**src/rtl/sram_arb_pkg.sv**
```systemverilog
// Shared types for the SRAM bank arbiter: FSM state encoding and read-return tag.
package sram_arb_pkg;

  // Owner field is sized for up to 256 requesters; the top checks NUM_REQ against it.
  localparam int unsigned OWNER_W = 8;

  typedef enum logic [0:0] {
    IDLE   = 1'b0,
    LOCKED = 1'b1
  } arb_state_t;

  typedef struct packed {
    logic               valid;
    logic [OWNER_W-1:0] owner;
  } rd_tag_t;

endpackage

```
**src/rtl/rr_arbiter_fixed.sv**
```systemverilog
// Combinational round-robin pick: the first requester after ptr_i (wrapping
// modulo NUM_REQ) wins. Works for non-power-of-two NUM_REQ.
module rr_arbiter_fixed #(
  parameter int unsigned NUM_REQ = 2,
  parameter int unsigned PTR_W   = $clog2(NUM_REQ)
) (
  input  logic [NUM_REQ-1:0] req_i,
  input  logic [PTR_W-1:0]   ptr_i,
  output logic [NUM_REQ-1:0] gnt_o,
  output logic [PTR_W-1:0]   gnt_idx_o,
  output logic               gnt_valid_o
);

  // Scan ptr+1 .. ptr+NUM_REQ; the last candidate is the previous winner itself.
  always_comb begin
    logic             found;
    logic [PTR_W-1:0] idx;
    int               cand;
    found       = 1'b0;
    idx         = '0;
    cand        = 0;
    gnt_o       = '0;
    gnt_idx_o   = '0;
    for (int i = 1; i <= int'(NUM_REQ); i++) begin
      cand = (int'(ptr_i) + i) % int'(NUM_REQ);
      idx  = PTR_W'(cand);
      if (!found && req_i[idx]) begin
        found      = 1'b1;
        gnt_o[idx] = 1'b1;
        gnt_idx_o  = idx;
      end
    end
    gnt_valid_o = found;
  end

endmodule

```
**src/rtl/sram_bank_arbiter.sv**
```systemverilog
// Round-robin arbiter sharing one SRAM bank between NUM_REQ requesters, with
// optional grant locking for bursts and tagged read-data return.
//
// state  | meaning
// IDLE   | round-robin arbitration among all valid requesters
// LOCKED | only owner_q may be granted; released by a beat with lock low
module sram_bank_arbiter
  import sram_arb_pkg::*;
#(
  parameter int unsigned NUM_REQ      = 2,
  parameter int unsigned ADDR_WIDTH   = 16,
  parameter int unsigned DATA_WIDTH   = 32,
  parameter int unsigned READ_LATENCY = 2
) (
  input  logic                             clk_i,
  input  logic                             rst_ni,
  input  logic [NUM_REQ-1:0]               req_valid_i,
  output logic [NUM_REQ-1:0]               req_ready_o,
  input  logic [NUM_REQ-1:0]               req_lock_i,
  input  logic [NUM_REQ-1:0]               req_we_i,
  input  logic [NUM_REQ*ADDR_WIDTH-1:0]    req_addr_i,
  input  logic [NUM_REQ*DATA_WIDTH/8-1:0]  req_be_i,
  input  logic [NUM_REQ*DATA_WIDTH-1:0]    req_wdata_i,
  output logic [NUM_REQ-1:0]               rsp_valid_o,
  output logic [DATA_WIDTH-1:0]            rsp_rdata_o,
  output logic                             bank_cs_o,
  output logic                             bank_we_o,
  output logic [DATA_WIDTH/8-1:0]          bank_be_o,
  output logic [ADDR_WIDTH-1:0]            bank_addr_o,
  output logic [DATA_WIDTH-1:0]            bank_wdata_o,
  input  logic [DATA_WIDTH-1:0]            bank_rdata_i
);

  localparam int unsigned PTR_W = $clog2(NUM_REQ);
  localparam int unsigned BE_W  = DATA_WIDTH / 8;
  localparam int unsigned DEPTH = READ_LATENCY + 1;

  if (NUM_REQ < 2 || NUM_REQ > (1 << OWNER_W)) begin : g_bad_num_req
    $error("NUM_REQ out of supported range");
  end

  arb_state_t         state_q, state_d;
  logic [PTR_W-1:0]   owner_q, owner_d;
  logic [PTR_W-1:0]   rr_ptr_q, rr_ptr_d;
  logic [NUM_REQ-1:0] arb_gnt;
  logic [PTR_W-1:0]   arb_idx;
  logic               arb_valid;
  logic [NUM_REQ-1:0] gnt;
  logic [PTR_W-1:0]   gnt_idx;
  logic               hs;

  logic                  sel_we;
  logic [BE_W-1:0]       sel_be;
  logic [ADDR_WIDTH-1:0] sel_addr;
  logic [DATA_WIDTH-1:0] sel_wdata;

  rd_tag_t new_tag;
  rd_tag_t tag_q [DEPTH];

  rr_arbiter_fixed #(
    .NUM_REQ (NUM_REQ),
    .PTR_W   (PTR_W)
  ) u_rr (
    .req_i       (req_valid_i),
    .ptr_i       (rr_ptr_q),
    .gnt_o       (arb_gnt),
    .gnt_idx_o   (arb_idx),
    .gnt_valid_o (arb_valid)
  );

  // FSM state, lock owner and round-robin pointer.
  always_ff @(posedge clk_i or negedge rst_ni) begin
    if (!rst_ni) begin
      state_q  <= IDLE;
      owner_q  <= '0;
      rr_ptr_q <= PTR_W'(NUM_REQ - 1);
    end else begin
      state_q  <= state_d;
      owner_q  <= owner_d;
      rr_ptr_q <= rr_ptr_d;
    end
  end

  // Next state and grant; a grant bit is only ever set for a valid requester.
  always_comb begin
    state_d  = state_q;
    owner_d  = owner_q;
    rr_ptr_d = rr_ptr_q;
    gnt      = '0;
    gnt_idx  = arb_idx;
    case (state_q)
      IDLE: begin
        gnt = arb_gnt;
        if (arb_valid) begin
          rr_ptr_d = arb_idx;
          if (req_lock_i[arb_idx]) begin
            state_d = LOCKED;
            owner_d = arb_idx;
          end
        end
      end
      LOCKED: begin
        gnt_idx = owner_q;
        if (req_valid_i[owner_q]) begin
          gnt[owner_q] = 1'b1;
          rr_ptr_d     = owner_q;
          if (!req_lock_i[owner_q]) state_d = IDLE;
        end
      end
      default: state_d = IDLE;
    endcase
  end

  assign hs          = |gnt;
  assign req_ready_o = gnt;

  // Route the granted requester's access fields; the grant is one-hot.
  always_comb begin
    sel_we    = 1'b0;
    sel_be    = '0;
    sel_addr  = '0;
    sel_wdata = '0;
    for (int i = 0; i < int'(NUM_REQ); i++) begin
      if (gnt[i]) begin
        sel_we    = req_we_i[i];
        sel_be    = req_be_i[i*BE_W +: BE_W];
        sel_addr  = req_addr_i[i*ADDR_WIDTH +: ADDR_WIDTH];
        sel_wdata = req_wdata_i[i*DATA_WIDTH +: DATA_WIDTH];
      end
    end
  end

  // Bank pins are registered; be/addr/wdata hold between accesses.
  always_ff @(posedge clk_i or negedge rst_ni) begin
    if (!rst_ni) begin
      bank_cs_o    <= 1'b0;
      bank_we_o    <= 1'b0;
      bank_be_o    <= '0;
      bank_addr_o  <= '0;
      bank_wdata_o <= '0;
    end else if (hs) begin
      bank_cs_o    <= 1'b1;
      bank_we_o    <= sel_we;
      bank_be_o    <= sel_be;
      bank_addr_o  <= sel_addr;
      bank_wdata_o <= sel_wdata;
    end else begin
      bank_cs_o <= 1'b0;
      bank_we_o <= 1'b0;
    end
  end

  assign new_tag.valid = hs & ~sel_we;
  assign new_tag.owner = OWNER_W'(gnt_idx);

  // Read tags travel alongside the macro latency; stage 0 lines up with bank_cs_o.
  always_ff @(posedge clk_i or negedge rst_ni) begin
    if (!rst_ni) begin
      for (int i = 0; i < int'(DEPTH); i++) tag_q[i] <= '0;
    end else begin
      tag_q[0] <= new_tag;
      for (int i = 1; i < int'(DEPTH); i++) tag_q[i] <= tag_q[i-1];
    end
  end

  // Decode the final-stage tag into the per-requester response strobe.
  always_comb begin
    rsp_valid_o = '0;
    for (int i = 0; i < int'(NUM_REQ); i++) begin
      rsp_valid_o[i] = tag_q[DEPTH-1].valid && (tag_q[DEPTH-1].owner == OWNER_W'(i));
    end
  end

  assign rsp_rdata_o = bank_rdata_i;

endmodule

```
**config.mk**
```make
export PLATFORM = sky130hd
export DESIGN_NAME = sram_bank_arbiter
export DESIGN_NICKNAME = d
export VERILOG_FILES = /design/src/rtl/sram_arb_pkg.sv /design/src/rtl/rr_arbiter_fixed.sv /design/src/rtl/sram_bank_arbiter.sv
export SDC_FILE = /design/constraint.sdc
export NUM_CORES = 1
export LEC_CHECK = 0
export BUFFER_PORTS_ARGS = -buffer_cell sky130_fd_sc_hd__buf_2
export CORE_MARGIN = 2
export CORE_UTILIZATION = 38
export CTS_CLUSTER_SIZE = 20
export DETAILED_ROUTE_END_ITERATION = 8
export PLACE_DENSITY = 0.81
export SKIP_CTS_REPAIR_TIMING = 1
export SYNTH_ARGS = -nofsm -noshare
export SYNTH_HDL_FRONTEND = slang
export SYNTH_SLANG_ARGS = --single-unit
```
**constraint.sdc**
```tcl
create_clock -name clk_i -period 1.55 [get_ports clk_i]
set_input_delay 0.0775 -clock clk_i [delete_from_list [all_inputs] [get_ports clk_i]]
set_output_delay 0.0775 -clock clk_i [all_outputs]
set_load 0.01 [all_outputs]
```
==> results list <==
- Crit Reg-Reg Startpoint: state_q
* Largest net degree at the start of global routing: 64
- Data on the critical path arrives at its endpoint at 1.57 ns.
* Worst slew margin relative to its limit: 60.9%
- Via count of the routed design: 3627
* Cell area after technology mapping: 0.00339 mm^2
- For flop-to-flop paths, the worst setup slack is -0.01 ns.
- Dividing the detail-routed via count by the number of cells gives 5.88.
- Seq pwr share: 35.2%
- Proportion of netlist area held by the largest area contributor: 45.7%
* Number of distinct library cell variants in the gate-level netlist after synthesis: 28
* Cells after synthesis: 379
- The congestion estimate from routability-driven global placement came to 0.786.
- Initial detailed-routing violation count: 256
- Sequential area share after synthesis: 46.5%
- Setup Crit Path Kind: reg -> out
- Count of filler cells inserted in the layout: 815
- The most used flip-flop cell after synthesis is sky130_fd_sc_hd__dfrtp_1.
* Placeable core region: 0.00868 mm^2
- The number of global-route vias before repair came to 3651.
- Proportion of power drawn by combinational gates: 50.0%
* Share of the cycle needed by the critical path after routing: 106%
- Final layout net count: 648
* Post-layout utilization of the core: 50.9%
* Buffering stage count on the worst path with inverters included: 3
- Peak ir drop on the vdd network: 0.741 mV
* Violations in the final reports: negative setup slack
- Area of the multi-input gates: 0.00138 mm^2
- The endpoint identified for the worst register-to-register timing path is bank_wdata_o[22].
* Final Slew Violations: 0
* Critical path origin: state_q
- Vertical die dimension: 98.5 um
- The signal on the critical path passes through buf_4 -> nor2b_4 -> or3_4 -> inv_4 -> buf_6.
* Portion of total power attributed to the clock network: 14.8%
- Nature of the critical path startpoint: flip-flop
* Count of synthesis-stage warnings from yosys: 0
- Setup total negative slack: -0.103 ns
- Result of the run: finished, violations left
- The H-tree generated during clock tree synthesis spans 3 levels.
* Commonest non-fill, non-tap cell in the layout: sky130_fd_sc_hd__buf_2
- For this design the top-level I/O count stands at 234.
* Hold/Removal Path Class: in -> reg
* Overall routing resource usage: 20.9%
- In the final routed layout, each cell accounts on average for 16.8 um.
* Largest fanout of any net on the critical path: 4
- The count of nets left with antenna violations once routing finished came out at 0.
- Before antenna repair, the detailed router went through 5 iterations.
- Following the worst setup path forward leads to its endpoint at req_ready_o[1].
- Worst path depth: 5
- For this run, the slowest stage of the critical path takes 0.41 ns.
- Max_cap viols: 0
- Largest clock skew in the final design: 0.00619 ns
- Horizontal extent of the die: 98.5 um
- Overall power consumption after layout is estimated at 8.24 mW.
- Time the final worst path needs with I/O delays and setup: 1.64 ns
- Area overhead of the layout relative to synthesis: 30.3%
* Sw Share: 41.5%
- Clock tree synthesis found a total of 63 sinks.
- GRT overflow: 0
- Fmax: 0.609 GHz
* FF/Latch Area: 0.00158 mm^2
- For the pin with the worst max-slew slack, the measured transition is 0.587 ns.
- The die covers 0.00970 mm^2.
* Final Hold Vio Count: 0
- Worst-path cell with the longest stage delay: sky130_fd_sc_hd__dfrtp_1
* Number of setup violations in the final report: 2
- HPWL after detailed placement: 6780 um
- Number of synthesized flops with an enable pin: 0
- Of all flip-flops after synthesis, the portion carrying an async set or reset was 100%.
- In this run, CTS created clock tree buffers numbering 9.
- For this configuration, the core starts out at a cell density of 39.1%.
- Ranked by total cell area, the synthesized netlist is headed by sky130_fd_sc_hd__dfrtp_1 (46%), sky130_fd_sc_hd__a31oi_1 (9.6%), sky130_fd_sc_hd__nor4_1 (9.6%).
* Ratio of cells with drive above 1 in the final layout: 42.0%
- Total net switching power: 3.42 mW
* Antenna violations before repair: 0
- Power Dens Cells: 1860 mW/mm^2
- Among cell families on the critical path, the largest total delay comes from simple AND/OR/NAND/NOR gates.
* Worst reg-to-reg path cell count: 5
- Standby leakage power: 1.99 nW
- Highest-count cells in the layout ignoring fill and taps: sky130_fd_sc_hd__buf_2 (168), sky130_fd_sc_hd__dfrtp_1 (62), sky130_fd_sc_hd__o21ai_0 (55)
* Clock tree from TritonCTS: done
* Clk Tree Root Cell: sky130_fd_sc_hd__clkbuf_8
- RSZ-0062 raised after global routing: yes
- Clock input transition at the sequential cells of the worst setup and hold paths: 0.07 ns
- The clock passes through at most 2 buffers.
* Internal power: 4.82 mW
- On the final layout, the worst hold slack is 0.0157 ns.
- DRC Markers: 0
- The number of antenna diodes in the final layout is 0.
- First-pass GRT wire length: 16600 um
* Crit path required time: 1.47 ns
- Mapped Avg Cell Area: 8.95 um^2
- In this run the core area contains 34 standard-cell rows.
- The biggest area contributor in the post-synthesis netlist is sky130_fd_sc_hd__dfrtp_1.
- Setup slack on the critical path of the routed design comes to -0.0927 ns.
- Final Routed Wirelength: 10400 um
* Input/output buffers: 169
- Endpoint kind of the worst setup timing path: primary output
* #FFs+latches synth: 63
- Clock network latency to the later pin of the worst-skew pair: 0.33 ns
- The number of nets handed over by synthesis was 523.
==> sequential cells by signal, indices dropped and copies added (netlist names), 4 cells and up <==
name          flops
bank_addr_o      16
bank_be_o         4
bank_wdata_o     32
tag_q             6
==> how the worst min path moves through the flow <==
stage,endpoint,startpoint,slack (ns),depth (start not counted)
floorplan,bank_addr_o[0],rst_ni,-0.22,0
global placement,bank_wdata_o[0],rst_ni,0.12,2
detailed placement,bank_wdata_o[0],rst_ni,0.12,2
CTS,bank_wdata_o[0],rst_ni,-0.25,2
global route,bank_addr_o[12],req_addr_i[12],0.002,3
finish,bank_addr_o[13],req_addr_i[13],0.02,3
==> logic make-up (layout without fill, tap and decap cells) <==
kind of cell,Yosys count,count (layout),synth area share [%]
AOI/OAI and AO/OA,116,116,19.8
buffers and inverters,83,213,14.0
DFF,63,63,46.5
muxes,1,1,0.332
and+or+nand+nor,116,116,19.4
==> per-stage QoR <==
stage | setup slack [ns] | instances | cell area [um^2]
3_5_place_dp | -0.0754 | 596 | 4190
2_1_floorplan | -0.0249 | 379 | 3420
4_1_cts | -0.306 | 612 | 4360
5_1_grt | -0.158 | 617 | 4420
6_report | -0.0927 | 617 | 4420
3_3_place_gp | 0.0195 | 596 | 4190
==> tightest hold or removal path: stages <==
cell and delay, ns:
sky130_fd_sc_hd__buf_2 0.10, sky130_fd_sc_hd__nand3_1 0.05, sky130_fd_sc_hd__a31oi_1 0.07
==> per-layer routing <==
| metal | track usage [%] | wire length (um) | vias up | part of all wire, % |
|---|---|---|---|---|
| met5 | 0 | 0 | - | 0 |
| met4 | 7.69 | 163 | 0 | 1.6 |
| met3 | 5.46 | 905 | 20 | 8.7 |
| met2 | 37.0 | 5210 | 210 | 50 |
| met1 | 24.5 | 4080 | 1742 | 39 |
| li1 | - | - | 1655 | - |
==> cells in the mapped netlist (2+ instances only) <==
cell and n:
sky130_fd_sc_hd__a21oi_1 2, sky130_fd_sc_hd__nor4_1 52, sky130_fd_sc_hd__nor3b_1 2, sky130_fd_sc_hd__a21bo_2 2, sky130_fd_sc_hd__buf_6 5, sky130_fd_sc_hd__clkbuf_1 38, sky130_fd_sc_hd__dfrtp_1 62, sky130_fd_sc_hd__nand2_1 4
sky130_fd_sc_hd__buf_4 33, sky130_fd_sc_hd__a31oi_1 52, sky130_fd_sc_hd__inv_1 4, sky130_fd_sc_hd__nand3_1 52, sky130_fd_sc_hd__nor2b_1 2, sky130_fd_sc_hd__o21ai_0 55
==> power by group through the flow <==
stage          combinational, mW  sequential [mW]  clock (mW)
2_1_floorplan               2.17             3.19           0
3_3_place_gp                3.96             2.88           0
3_5_place_dp                4.07             2.90           0
4_1_cts                     4.05             2.90        1.26
5_1_grt                     4.50             2.99        1.33
6_report                    4.12             2.90        1.22
==> cell type report <==
cell class / instances / area share (%)
clock buffers: 14 / 3.45
multi-input cells: 233 / 31.1
well taps: 108 / 3.06
inverters: 5 / 0.481
repair buffers: 192 / 26.0
flip-flops and latches: 63 / 35.7
clock inverters: 2 / 0.226
(Power assumes the default switching activity.)
